File: src/rtl/hazard_ctrl.sv
// Hazard controller: load-use, branch-operand and mul/div-busy stalls.
// Optional stall statistics counter enabled by HAZARD_STATS_EN.
module hazard_ctrl #(
    parameter int MULT_CYCLES = 5,
    parameter int DIV_CYCLES  = 10,
    parameter int CNT_W       = 4
) (
    input  logic        clk,
    input  logic        reset,
    input  logic [31:0] instr_D,
    input  logic [31:0] instr_E,
    input  logic [31:0] instr_M,
    output logic        stall,
    output logic        flush_E,
    output logic        md_busy
`ifdef HAZARD_STATS_EN
    ,
    output logic [31:0] stall_cnt
`endif
);

    typedef struct packed {
        logic       rd_rs;
        logic       rd_rt;
        logic [4:0] dst;
        logic       ld;
        logic       br;
        logic       md;
        logic       mul;
        logic       dv;
    } dec_t;

    function automatic dec_t decode(input logic [31:0] ins);
        dec_t       d;
        logic [5:0] op;
        logic [5:0] fn;
        d  = '0;
        op = ins[31:26];
        fn = ins[5:0];
        if (ins != 32'd0) begin
            if (op == 6'h00) begin
                if ((fn >= 6'h20 && fn <= 6'h2B) || fn == 6'h04 ||
                    fn == 6'h06 || fn == 6'h07) begin
                    d.rd_rs = 1'b1;
                    d.rd_rt = 1'b1;
                    d.dst   = ins[15:11];
                end else if (fn == 6'h00 || fn == 6'h02 || fn == 6'h03) begin
                    d.rd_rt = 1'b1;
                    d.dst   = ins[15:11];
                end else if (fn == 6'h10 || fn == 6'h12) begin
                    d.dst = ins[15:11];
                    d.md  = 1'b1;
                end else if (fn == 6'h11 || fn == 6'h13) begin
                    d.rd_rs = 1'b1;
                    d.md    = 1'b1;
                end else if (fn >= 6'h18 && fn <= 6'h1B) begin
                    d.rd_rs = 1'b1;
                    d.rd_rt = 1'b1;
                    d.md    = 1'b1;
                    d.mul   = (fn[1] == 1'b0);
                    d.dv    = (fn[1] == 1'b1);
                end else if (fn == 6'h08) begin
                    d.rd_rs = 1'b1;
                    d.br    = 1'b1;
                end else if (fn == 6'h09) begin
                    d.rd_rs = 1'b1;
                    d.br    = 1'b1;
                    d.dst   = ins[15:11];
                end
            end else if (op == 6'h04 || op == 6'h05) begin
                d.rd_rs = 1'b1;
                d.rd_rt = 1'b1;
                d.br    = 1'b1;
            end else if (op == 6'h06 || op == 6'h07) begin
                d.rd_rs = 1'b1;
                d.br    = 1'b1;
            end else if (op == 6'h03) begin
                d.dst = 5'd31;
            end else if (op >= 6'h08 && op <= 6'h0E) begin
                d.rd_rs = 1'b1;
                d.dst   = ins[20:16];
            end else if (op == 6'h0F) begin
                d.dst = ins[20:16];
            end else if (op == 6'h20 || op == 6'h21 || op == 6'h23 ||
                         op == 6'h24 || op == 6'h25) begin
                // base register is a real source operand of the address add
                d.rd_rs = 1'b1;
                d.dst   = ins[20:16];
                d.ld    = 1'b1;
            end else if (op == 6'h28 || op == 6'h29 || op == 6'h2B) begin
                d.rd_rs = 1'b1;
                d.rd_rt = 1'b1;
            end
        end
        return d;
    endfunction

    // True when instruction ins (decoded as d) reads register r; $0 never counts.
    function automatic logic reads(input dec_t d, input logic [31:0] ins,
                                   input logic [4:0] r);
        return (r != 5'd0) &&
               ((d.rd_rs && ins[25:21] == r) || (d.rd_rt && ins[20:16] == r));
    endfunction

    dec_t             dec_d;
    dec_t             dec_e;
    dec_t             dec_m;
    logic [CNT_W-1:0] cnt_q;
    logic [CNT_W-1:0] cnt_d;
    logic             busy;
    logic             h1;
    logic             h2;
    logic             h3;
    logic             h4;

    // Decode the three stages and evaluate every hazard term.
    always_comb begin
        dec_d = decode(instr_D);
        dec_e = decode(instr_E);
        dec_m = decode(instr_M);
        busy  = (cnt_q != '0) | dec_e.mul | dec_e.dv;
        h1    = dec_e.ld && reads(dec_d, instr_D, dec_e.dst);
        h2    = dec_d.br && reads(dec_d, instr_D, dec_e.dst);
        h3    = dec_d.br && dec_m.ld && reads(dec_d, instr_D, dec_m.dst);
        h4    = dec_d.md && busy;
        stall   = ~reset & (h1 | h2 | h3 | h4);
        flush_E = stall;
        md_busy = ~reset & busy;
    end

    // Busy counter next state: newest mul/div in E reloads, else count down.
    always_comb begin
        cnt_d = cnt_q;
        if (dec_e.mul) begin
            cnt_d = CNT_W'(MULT_CYCLES);
        end else if (dec_e.dv) begin
            cnt_d = CNT_W'(DIV_CYCLES);
        end else if (cnt_q != '0) begin
            cnt_d = cnt_q - 1'b1;
        end
    end

    // Busy counter register.
    always_ff @(posedge clk) begin
        if (reset) begin
            cnt_q <= '0;
        end else begin
            cnt_q <= cnt_d;
        end
    end

`ifdef HAZARD_STATS_EN
    logic [31:0] stall_cnt_q;

    // Count stalled cycles, wrapping naturally at 32 bits.
    always_ff @(posedge clk) begin
        if (reset) begin
            stall_cnt_q <= '0;
        end else if (stall) begin
            stall_cnt_q <= stall_cnt_q + 32'd1;
        end
    end

    assign stall_cnt = stall_cnt_q;
`endif

endmodule
File: config.mk
export PLATFORM = sky130hd
export DESIGN_NAME = hazard_ctrl
export DESIGN_NICKNAME = d
export VERILOG_FILES = /design/src/rtl/hazard_ctrl.sv
export SDC_FILE = /design/constraint.sdc
export NUM_CORES = 1
export LEC_CHECK = 0
export CAP_MARGIN = 20
export CORE_UTILIZATION = 55
export CTS_CLUSTER_SIZE = 25
export DETAILED_ROUTE_END_ITERATION = 10
export DONT_BUFFER_PORTS = 1
export PLACE_DENSITY_LB_ADDON = 0.12
export SLEW_MARGIN = 0
export SYNTH_ARGS = -nofsm -noshare
export SYNTH_HDL_FRONTEND = slang
export SYNTH_SLANG_ARGS = --single-unit
File: constraint.sdc
create_clock -name clk -period 5.7 [get_ports clk]
set_input_delay 1.14 -clock clk [delete_from_list [all_inputs] [get_ports clk]]
set_output_delay 1.14 -clock clk [all_outputs]
set_load 0.05 [all_outputs]
==> results of run 1 <==
## layer usage
metal	share of wire (%)	global-route usage [%]	up-vias
met2	45	45.2	103
met4	0	5.78	0
met1	45	41.7	943
met3	10	2.68	0
li1	-	-	1057
met5	0	0	-
## layout make-up
type | count | area, µm² | area share, %
Timing Repair Buffer | 3 | 22.5 | 1.26
Sequential cell | 4 | 80.1 | 4.48
Inverter | 18 | 67.6 | 3.78
Clock buffer | 3 | 22.5 | 1.26
Tap cell | 31 | 38.8 | 2.17
Multi-Input combinational cell | 240 | 1550 | 87.0
## stage by stage
stage / util (%) / std cells / worst slack (ns) / hold WS [ns]
after floorplan: - / 266 / 0.317 / 0.538
after global placement: 61.8 / 296 / 1.02 / 0.594
after detailed placement: 61.8 / 296 / 1.02 / 0.607
after CTS: 62.6 / 299 / 1.01 / 0.608
after global routing: 62.6 / 299 / 0.899 / 0.636
final: 62.6 / 299 / 0.997 / 0.609
## synthesized netlist by cell type (3+ instances only)
cell type and count:
a2111oi_0 4, a211oi_1 6, a21boi_0 3, a21o_1 7, a21oi_1 18, a32oi_1 4, dfxtp_1 4, inv_1 18
nand2_1 18, nand2b_1 8, nand3_1 9, nand4_1 7, nor2_1 25, nor2b_1 4, nor3_1 20, nor3b_1 3
nor4_1 17, o211ai_1 3, o21a_1 3, o21ai_0 15, o22ai_1 3, o2bb2ai_1 3, or3_1 3, xnor2_1 11
## where the power goes
part | total (W) | switching (W) | internal, W
clock | 0.0000345 | 0.0000110 | 0.0000235
sequential | 0.0000462 | 0.00000782 | 0.0000383
combinational | 0.000156 | 0.0000832 | 0.0000727
## how the worst min path moves through the flow
stage,startpoint,to,slack (ns),cells after the start
after floorplan,cnt_q[3]$_SDFFE_PP0P_,cnt_q[3]$_SDFFE_PP0P_,0.54,2
after global placement,cnt_q[3]$_SDFFE_PP0P_,cnt_q[3]$_SDFFE_PP0P_,0.59,2
after detailed placement,cnt_q[3]$_SDFFE_PP0P_,cnt_q[3]$_SDFFE_PP0P_,0.61,2
after CTS,cnt_q[3]$_SDFFE_PP0P_,cnt_q[3]$_SDFFE_PP0P_,0.61,2
after global routing,cnt_q[2]$_SDFFE_PP0P_,cnt_q[2]$_SDFFE_PP0P_,0.64,3
final,cnt_q[2]$_SDFFE_PP0P_,cnt_q[2]$_SDFFE_PP0P_,0.61,3
## placed cells by master, fill, tap and decap left out, types with 6 or more instances in the layout
cell      instances
xnor2_1          11
nand4_1           7
o21ai_0          15
nor3_1           20
a21o_1            7
inv_1            18
nand3_1           9
a21oi_1          18
nor2_1           25
nand2b_1          8
nor4_1           17
nand2_1          18
a211oi_1          6
## worst max-delay path: stages
cell and delay [ns]:
or4_4 0.52, or3_1 0.43, o22a_2 0.31, or2_4 0.26, o211ai_2 0.08, o2bb2ai_1 0.15
a32oi_1 0.14, o221ai_2 0.21, buf_4 0.32
## kinds of logic (layout without fill, tap and decap cells)
group,count (synthesis),after routing,share of synthesized area (%)
AND/OR/NAND/NOR,130,130,42.0
AO/OA/AOI/OAI,95,95,39.9
buffers and inverters,22,24,5.52
XOR/XNOR,13,13,6.61
flip-flops,4,4,4.65
adder cells (fa/ha/maj),1,1,0.726
multiplexers,1,1,0.581
==> impl_metrics.toml, run 1 <==
[final_layout]
fin_area_mm2 = 0.00179
largest_reg_flops = 4
top_regs = "cnt_q x4"
fill_cells = 269
layout-drive-gt1-share_pct = 7.09
top_register = "cnt_q"
fin_nets = 369
diodes = 0
syn_to_final_growth_pct = 3.63

[setup_path]
worstRegToRegCells = 6
worst_setup_path_start_kind = "input pin"
r2r-start = "cnt_q[0]$_SDFFE_PP0P_"
path_max_fanout = 7
endpoint_kind = "output port"
critPathLaunch = "instr_M[28]"
critical_path_required_ns = 4.56
path_class = "in -> out"
reg2reg_slack_ns = 4.22
r2r-end = "cnt_q[1]$_SDFFE_PP0P_"
cp-endpoint = "flush_E"
cp_data_arrival_time_ns = 3.56

[timing]
slew_violations = 0
setup_viol = 0
worstMarginPinSlew_ns = 0.656
hold_violations = 0
period_needed_ns = 4.70
tns_ns = 0
finalClockSkew_ns = 0.00512
relSlewSlack_pct = 56.3
rsz0062_at_grt = "no"
fmax_mhz = 213
layout_worst_path_cycle_share_pct = 82.5

[clocking]
post-cts-setup-buffer-count = 0
cts.htree.levels = 1
cts_buffers = 3
post_cts_resized = 0
ctsHoldBuffers = 0
clock_latency_ns = 0.23
cts_max_path_buffers = 2
cts_tree = "done"
clockRootBuffer = "clkbuf_4"
clk_pin_slew_ns = 0.04
cts_sinks = 4

[pwr]
leakage_nw = 0.616
peakVddDrop_mv = 0.180
power_w = 0.000237
powerDensity_mw_per_mm2 = 132

[logic_synthesis]
syn-num-nets = 365
ys.flop_type = "dfxtp_1"
async_flop_share_pct = 0
synthCells = 266
yosys-top-cells-area = "nor4_1 (6.2%), nor3_1 (5.8%), xnor2_1 (5.6%)"
ys_ff_latch = 4
yosys.area.top_type = "nor4_1"
ys_types = 63
yosysSeqAreaShare_pct = 4.65
synth_top_area_share_pct = 6.17
yosysWarnings = 0
synth-edff-count = 0
syn_area_mm2 = 0.00172
syn_avg_cell_area_um2 = 6.48

[detailed_routing]
drc = 6
dr.pass1.iters = 9
ant_nets = 0
vias_per_cell = 7.03
wirelength_um = 4960
drt_iter0_drc = 134
wl_per_cell_um = 16.6
num_vias = 2103

[global_route]
grt_pass1_wl_um = 7780
globalRoute.totalOverflow = 0
antenna_found_initial = 0
grt_max_degree = 11
grt_pass1_vias = 1895
grt_usage_pct = 28.4

[placed_design]
placed_cell_area_mm2 = 0.00176
portBuffers = 0
gp_congestion = 0.975
place_hpwl_um = 4140

[floorplan]
core-area_mm2 = 0.00285
die_w_um = 58.0
start_util_pct = 60.4
num_rows = 19
die_y_um = 58.0
pin_count = 101
die_area_mm2 = 0.00336

[flow_run]
maxCapViolations = 0

[outcome]
violations = "DRC"
status = "finished, violations left"

[hold_path]
hold_class = "reg -> reg"
(Power assumes the default switching activity.)
==> run 2: changes to the inputs <==
==> constraint.sdc (replaced) <==
create_clock -name clk -period 4.2 [get_ports clk]
set_input_delay 0.84 -clock clk [delete_from_list [all_inputs] [get_ports clk]]
set_output_delay 0.84 -clock clk [all_outputs]
set_load 0.05 [all_outputs]
==> run 2 against run 1 <==
Compared with the run above: the run still ends with DRC left; critical path depth unchanged; non-clock buffer count increased by 6; sequential share of layout area decreased by 0.20 points; routed wire length increased by 1.3%; clock skew decreased by 0.0039 ns; first-iteration DRC count increased by 59%; worst hold slack improved by 0.012 ns; count of clock-buffer cells in the layout unchanged; die area unchanged.
==> impl_metrics.toml, run 2 (synthesis results as in run 1) <==
[outcome]
status = "finished, violations left"
violations = "DRC"

[pwr]
peakVddDrop_mv = 0.261
switching_share_pct = 43.3
power.share.combinational_pct = 67.0
leakage_nw = 0.651
clockPowerShare_pct = 13.7
share_seq_of_total_power_pct = 19.3
internal_power_w = 0.000188
power_w = 0.000332
p_switching_w = 0.000144
powerDensity_mw_per_mm2 = 178

[timing]
rsz0062_at_grt = "no"
fmax_mhz = 247
setup_viol = 0
finalClockSkew_ns = 0.00124
hold_violations = 0
relSlewSlack_pct = 56.0
worstMarginPinSlew_ns = 0.659
slew_violations = 0
period_needed_ns = 4.05
tns_ns = 0
layout_worst_path_cycle_share_pct = 96.4

[setup_path]
cp_top_family = "simple AND/OR/NAND/NOR gates"
path_buf_inv = 1
path_cells = "or4_4 > or3_1 > o22a_2 > or2_4 > o211ai_2 > o2bb2ai_1 > a32oi_1 > o221ai_4 > buf_12"
crit_path_top_delay_cell = "or4_4"
path_class = "in -> out"
worstRegToRegCells = 6
cp_slowest_stage_delay_ns = 0.52
r2r-start = "cnt_q[0]$_SDFFE_PP0P_"
critical_path_required_ns = 3.36
path_max_fanout = 7
endpoint_kind = "output port"
cp.depth = 9
reg2reg_slack_ns = 2.57
critPathLaunch = "instr_M[28]"
cp_data_arrival_time_ns = 3.21
worst_setup_path_start_kind = "input pin"

[clocking]
cts_sinks = 4
cts_buffers = 3
ctsHoldBuffers = 0
clock_latency_ns = 0.23
clockRootBuffer = "clkbuf_4"
cts_max_path_buffers = 2
cts.htree.levels = 1
clk_pin_slew_ns = 0.03
cts_tree = "done"

[final_layout]
top_register = "cnt_q"
layout-drive-gt1-share_pct = 9.49
largest_reg_flops = 4
top_regs = "cnt_q x4"
fin_nets = 375
fill_cells = 279
diodes = 0
layout_common_cells = "nor2_1 (25), nor3_1 (20), inv_1 (18), nand2_1 (18)"
syn_to_final_growth_pct = 8.35
layout_commonest_cell = "nor2_1"

[placed_design]
portBuffers = 0
place_hpwl_um = 4210
gp_congestion = 0.924

[hold_path]
hold_class = "reg -> reg"
min_path_cells = 2
hold_start = "cnt_q[3]$_SDFFE_PP0P_"

[global_route]
grtUsageMet1_pct = 41.0
grtUsageMet2_pct = 46.3
globalRoute.totalOverflow = 0
antenna_found_initial = 0
grt_pass1_vias = 1899
use_met3_pct = 2.23
grt_most_used_layer = "met2"
grt_max_degree = 11
grt_pass1_wl_um = 7680
grt_usage_pct = 28.1

[floorplan]
num_rows = 19
die_w_um = 58.0
start_util_pct = 60.4
die_y_um = 58.0
die_area_mm2 = 0.00336
core-area_mm2 = 0.00285
pin_count = 101

[detailed_routing]
drc = 8
num_vias = 2163
vias_per_cell = 7.09
ant_nets = 0
wl_per_cell_um = 16.5
wirelength_um = 5020
drt_iter0_drc = 213
dr.pass1.iters = 8

[flow_run]
maxCapViolations = 0
-- run 2: cell type report --
cell class / instances / area [µm²] / area share, %
multi-input cells: 240 / 1580 / 84.5
well taps: 31 / 38.8 / 2.08
inverters: 18 / 67.6 / 3.62
repair buffers: 9 / 80.1 / 4.29
clock buffers: 3 / 22.5 / 1.21
flip-flops and latches: 4 / 80.1 / 4.29
-- run 2: worst register-to-register path: stages (launching register included) --
cell     delay (ns)
dfxtp_1        0.32
inv_1          0.06
ha_1           0.20
nor3b_1        0.58
o21ai_0        0.16
mux2i_1        0.15
nor2_1         0.05
-- run 2: worst paths after layout --
kind,end
max,flush_E
min,cnt_q[3]$_SDFFE_PP0P_
max reg2reg,cnt_q[1]$_SDFFE_PP0P_
min reg2reg,cnt_q[3]$_SDFFE_PP0P_
-- run 2: per-stage QoR --
stage | util (%) | worst slack [ns] | instances | area, µm² | hold slack (ns)
after floorplan | - | 0.00533 | 266 | 1750 | 0.538
after global placement | 64.6 | 0.182 | 302 | 1840 | 0.580
after detailed placement | 64.6 | 0.122 | 302 | 1840 | 0.595
after CTS | 65.4 | 0.121 | 305 | 1870 | 0.606
after global routing | 65.4 | 0.0866 | 305 | 1870 | 0.629
final | 65.4 | 0.150 | 305 | 1870 | 0.621
-- run 2: power groups by stage --
stage	logic, W	registers, W	clock network [W]
after floorplan	0.000185	0.0000608	0
after global placement	0.000216	0.0000629	0
after detailed placement	0.000220	0.0000638	0
after CTS	0.000221	0.0000632	0.0000476
after global routing	0.000247	0.0000664	0.0000496
final	0.000222	0.0000640	0.0000456
-- run 2: what timing repair did --
action                                  4_1_cts  5_1_grt
endpoints found under the setup margin        0        2
buffers inserted                              0        0
resized for setup                             0        2
hold endpoints to repair                      0        0
-- run 2: metal layers --
metal | vias up | share of wire (%)
li1 | 1063 | -
met1 | 974 | 46
met2 | 124 | 45
met3 | 2 | 8.8
met4 | 0 | 0.20
met5 | - | 0
==> run 3: changes to the inputs <==
--- a/config.mk
+++ b/config.mk
@@ -5,6 +5,7 @@
 export SDC_FILE = /design/constraint.sdc
 export NUM_CORES = 1
 export LEC_CHECK = 0
+export ABC_CLOCK_PERIOD_IN_PS = 4200
 export CAP_MARGIN = 20
 export CORE_UTILIZATION = 55
 export CTS_CLUSTER_SIZE = 25
==> results of run 3 <==
The final DEF is identical to that of run 2; final timing and power are the same.
==> edit 1: new RTL, config.mk and constraints of run 1 <==
The option `HAZARD_STATS_EN` is turned on by a define.
--- a/src/rtl/hazard_ctrl.sv
+++ b/src/rtl/hazard_ctrl.sv
@@ -2,2 +2,4 @@
 // Optional stall statistics counter enabled by HAZARD_STATS_EN.
+`define HAZARD_STATS_EN
+
 module hazard_ctrl #(
Formal check against the unedited RTL (old outputs only; new: stall_cnt): equivalent (equiv_simple and equiv_induct, registers matched by name and starting in step).
==> edit 1 against run 1 <==
  * The run now ends clean
  * Wire length increased by 73%
  * Design area increased by 87%
  * Combinational power decreased by 6%
  * Setup slack got worse by 0.26 ns
  * Synthesized cell count increased by 65%
  * Via count increased by 62%
  * Sequential cell count increased by 32
  * Power increased to 2.5 times the old value
  * Area after synthesis increased by 85%
  * Critical path type unchanged
  * Largest power group is now registers
==> edit 1: results (changes against run 1) <==
Port Buffers -> 0 (unchanged)
Fillers -> 554 (+110%)
final WL -> 8600 um (+73%)
Clock Path Buffers -> 2 (unchanged)
hold crit path type -> reg -> reg
Slew HR -> 52.9% (-3.3 points)
final net count -> 531 (+44%)
worst skew pair latency -> 0.28 ns (+0.05 ns)
Post-DP HPWL -> 6470 um (+56%)
htree depth -> 2 (+1)
Seq/Total Area, Yosys -> 22.7% (+18 points)
initial antenna violation count -> 0 (unchanged)
crit-path leading delay family -> simple AND/OR/NAND/NOR gates
Max FO, Critical Path -> 17 (+10)
clock-pin slew on the worst setup and hold paths -> 0.06 ns (+0.02 ns)
post-synth net total -> 538 (+47%)
Leak -> 1.13 nW (+83%)
top cells by count, synth -> 47 x nor2_1, 36 x dfxtp_1, 34 x a21oi_1
Async SR Flop Fraction -> 0% (unchanged)
Pre-antenna DRT Iters -> 5 (-4)
first-pass GRT wire length -> 14000 um (+80%)
largest net degree at the start of global routing -> 40 (+29)
Primary FF master, synth -> dfxtp_1
status -> completed
worst vdd ir -> 0.000152 V (-16%)
vias in the first global route -> 3067 (+62%)
CP peak stage delay -> 0.57 ns (+0.05 ns)
Post-CTS Setup Bufs -> 0 (unchanged)
Slowest-stage cell, CP -> nor4_1
1st-iter DRT viols -> 154 (+15%)
Placed Area -> 3250 um2 (+84%)
DR vias -> 3411 (+62%)
Synth area leaders -> dfxtp_1 23%, nor2_1 5.5%, xor2_1 5.5%
layout cells sized above 1 -> 5.56% (-1.5 points)
CP Data Arrival Time -> 3.82 ns (+0.26 ns)
CTS buffer count -> 5 (+2)
Final Skew -> 0.00580 ns (+0.000683 ns)
flip-flop count of the largest register after layout -> 32 (+28)
unique cell type count in the Yosys netlist -> 73 (+16%)
Ys Warns -> 0 (unchanged)
CTS root buffer -> clkbuf_8
routability cong. -> 0.916 (-6.0%)
pre-CTS setup slack -> 0.757 ns (-0.262 ns)
Total Routing Usage GR -> 28.0% (-0.38 points)
edit 1: changes by cell type in the layout (fill, tap and decap cells not counted), moves of 10 or more:
cell and change:
a21oi_1 +16, and3_1 +10, dfxtp_1 +32, nor2_1 +21, or3_1 +13, xor2_1 +18
edit 1: path summary, 6_finish.rpt:
check | from | endpoint | slack [ns] | depth (start not counted)
worst max-delay path | instr_E[28] | stall | 0.74 | 10
worst min-delay path | cnt_q[3]$_SDFFE_PP0P_ | cnt_q[3]$_SDFFE_PP0P_ | 0.58 | 2
worst max register to register | stall_cnt[5]$_SDFFE_PP0P_ | stall_cnt[31]$_SDFFE_PP0P_ | 2.31 | 9
worst min register to register | cnt_q[3]$_SDFFE_PP0P_ | cnt_q[3]$_SDFFE_PP0P_ | 0.58 | 2
edit 1: final cells by class:
class	count	area share [%]
multi-input cells	366	69.5
flip-flops and latches	36	21.6
well taps	72	2.70
clock buffers	8	2.70
repair buffers	6	1.72
inverters	16	1.80
edit 1: per-stage QoR:
stage	util, %	instances
floorplan	-	438
finish	60.2	504
global route	60.2	504
CTS	60.2	504
global placement	58.6	496
detailed placement	58.6	496
edit 1: kinds of logic after synthesis:
group / share of synthesized area [%]
compound gates: 30.1
xor+xnor: 7.16
fa+ha+maj: 0.786
buf+inv: 4.56
flops: 22.7
mux: 1.34
simple gates: 33.4
edit 1: layer usage:
layer	track usage (%)	vias up	part of all wire, %
met1	39.2	1588	45
met5	0	-	0
met3	7.09	9	9.2
met2	43.6	151	45
met4	5.37	0	0.74
li1	-	1663	-
edit 1: report_power, final:
part / internal, mW / switching (mW)
logic: 0.0696 / 0.0777
registers: 0.262 / 0.00807
clock network: 0.0986 / 0.0850
total: 0.430 / 0.171
edit 1: worst reg2reg max path: stages (launching register included):
cell and delay, ns:
dfxtp_1 0.72, and3_1 0.31, and3_1 0.21, nand3_1 0.13
nor2_1 0.23, and2_1 0.28, nand3_1 0.33, or4_1 0.65
or3_1 0.32, a21oi_1 0.14
==> edit 2: new RTL, flow settings as in run 1 <==
Without the edit above. Set the parameter `CNT_W` to 6 (it was 4).
--- a/src/rtl/hazard_ctrl.sv
+++ b/src/rtl/hazard_ctrl.sv
@@ -5,3 +5,3 @@
     parameter int DIV_CYCLES  = 10,
-    parameter int CNT_W       = 4
+    parameter int CNT_W       = 6
 ) (
Formal check against the unedited RTL: same outputs for any inputs over 10 cycles, from zero or initial values and one cycle with reset high; that may be too few to reach the edited logic, so the function may still have changed.
==> edit 2 against run 1 <==
  * Sequential cell count rose by 2
  * Power is 25% higher
  * Sequential power is 49% higher
  * Setup slack improved by 0.063 ns
  * Wire length increased by 20%
  * Clock power up 12%
  * Global-route usage increased by 1.8 points
  * Design area up 11%
  * Maximum frequency is 1.4% higher
  * Combinational power rose by 21%
  * Count of clock-buffer cells in the layout stayed put
  * Area after synthesis increased by 12%
  * First-iteration DRC count increased by 130%
  * Critical path type unchanged
  * Largest power group unchanged
  * Highest routed layer is now met4
==> edit 2: results (changes against run 1) <==
status -> completed
Worst R2R Setup Slack -> 3.92 ns (-0.30 ns)
Placed Area -> 1960 um2 (+11%)
Vias per Instance -> 7.26 (+3.2%)
Routed met2 length -> 2840 um (+28%)
Slew HR -> 44.6% (-12 points)
wl on met1 -> 2390 um (+7.1%)
post-synthesis compound-gate area fraction -> 47.4% (+7.5 points)
Post-DP HPWL -> 4810 um (+16%)
GR Util met1 -> 38.0% (-3.7 points)
WL per Instance -> 17.6 um (+6.4%)
WL met3 -> 637 um (+29%)
Final Skew -> 0.00761 ns (+0.00250 ns)
routability cong. -> 0.976 (+0.10%)
met3 Use GR -> 4.62% (+1.9 points)
unique cell type count in the Yosys netlist -> 64 (+1.6%)
layout cells sized above 1 -> 6.85% (-0.24 points)
first-pass GRT wire length -> 8690 um (+12%)
1st-iter DRT viols -> 302 (+130%)
xor and xnor fraction of the mapped netlist area -> 3.63% (-3.0 points)
CP peak stage delay -> 0.46 ns (-0.06 ns)
multiplexer area fraction after synthesis -> 0% (-0.58 points)
Synth Area in Adders -> 0.648% (-0.078 points)
post-synth net total -> 395 (+8.2%)
Pre-antenna DRT Iters -> 6 (-3)
CP Data Arrival Time -> 3.50 ns (-0.06 ns)
vias in the first global route -> 2054 (+8.4%)
Synth area leaders -> dfxtp_1 6.2%, nor4_1 5.8%, a21oi_1 5.7%
top cells by count, synth -> 24 x inv_1, 23 x nand2_1, 22 x a21oi_1
Max FO, Critical Path -> 8 (+1)
Slowest-stage cell, CP -> nor4_2
Clock Power Share -> 13.0% (-1.6 points)
worst vdd ir -> 0.000253 V (+40%)
max layer used -> met4
final net count -> 393 (+6.5%)
sw frac -> 44.0% (+0.85 points)
Top Registers -> cnt_q (6)
edit 2: cell types whose count changed after synthesis, moves of 5 or more:
cell,run 1,this run
clkbuf_1,1,7
o22ai_1,3,11
inv_1,18,24
nand2_1,18,23
xnor2_1,11,4
edit 2: layout make-up:
class	count	area, um2
inverter	24	90.1
timing repair buffer	3	22.5
tap	46	57.6
multi-input combinational	256	1670
clock buffer	3	22.5
sequential	6	120
fill	327	1350
edit 2: cell families (layout without fill, tap and decap cells):
logic type | count (synthesis) | count (layout)
buffers and inverters | 34 | 30
adder cells (fa/ha/maj) | 1 | 1
flip-flops | 6 | 6
XOR/XNOR | 8 | 8
AND/OR/NAND/NOR | 123 | 123
AO/OA/AOI/OAI | 124 | 124
edit 2: worst min path at each step:
stage	endpoint	slack (ns)	start
floorplan	cnt_q[5]$_SDFFE_PP0P_	0.52	cnt_q[5]$_SDFFE_PP0P_
global placement	cnt_q[5]$_SDFFE_PP0P_	0.53	cnt_q[5]$_SDFFE_PP0P_
detailed placement	cnt_q[5]$_SDFFE_PP0P_	0.54	cnt_q[5]$_SDFFE_PP0P_
CTS	cnt_q[5]$_SDFFE_PP0P_	0.55	cnt_q[5]$_SDFFE_PP0P_
global route	cnt_q[3]$_SDFFE_PP0P_	0.57	cnt_q[3]$_SDFFE_PP0P_
finish	cnt_q[5]$_SDFFE_PP0P_	0.55	cnt_q[5]$_SDFFE_PP0P_
edit 2: metrics by stage:
step	cells	worst slack (ns)	total power, mW
after CTS	338	1.10	0.295
after detailed placement	335	1.08	0.256
after global placement	335	1.19	0.253
after floorplan	296	0.691	0.229
final	338	1.06	0.296
after global routing	338	0.880	0.322
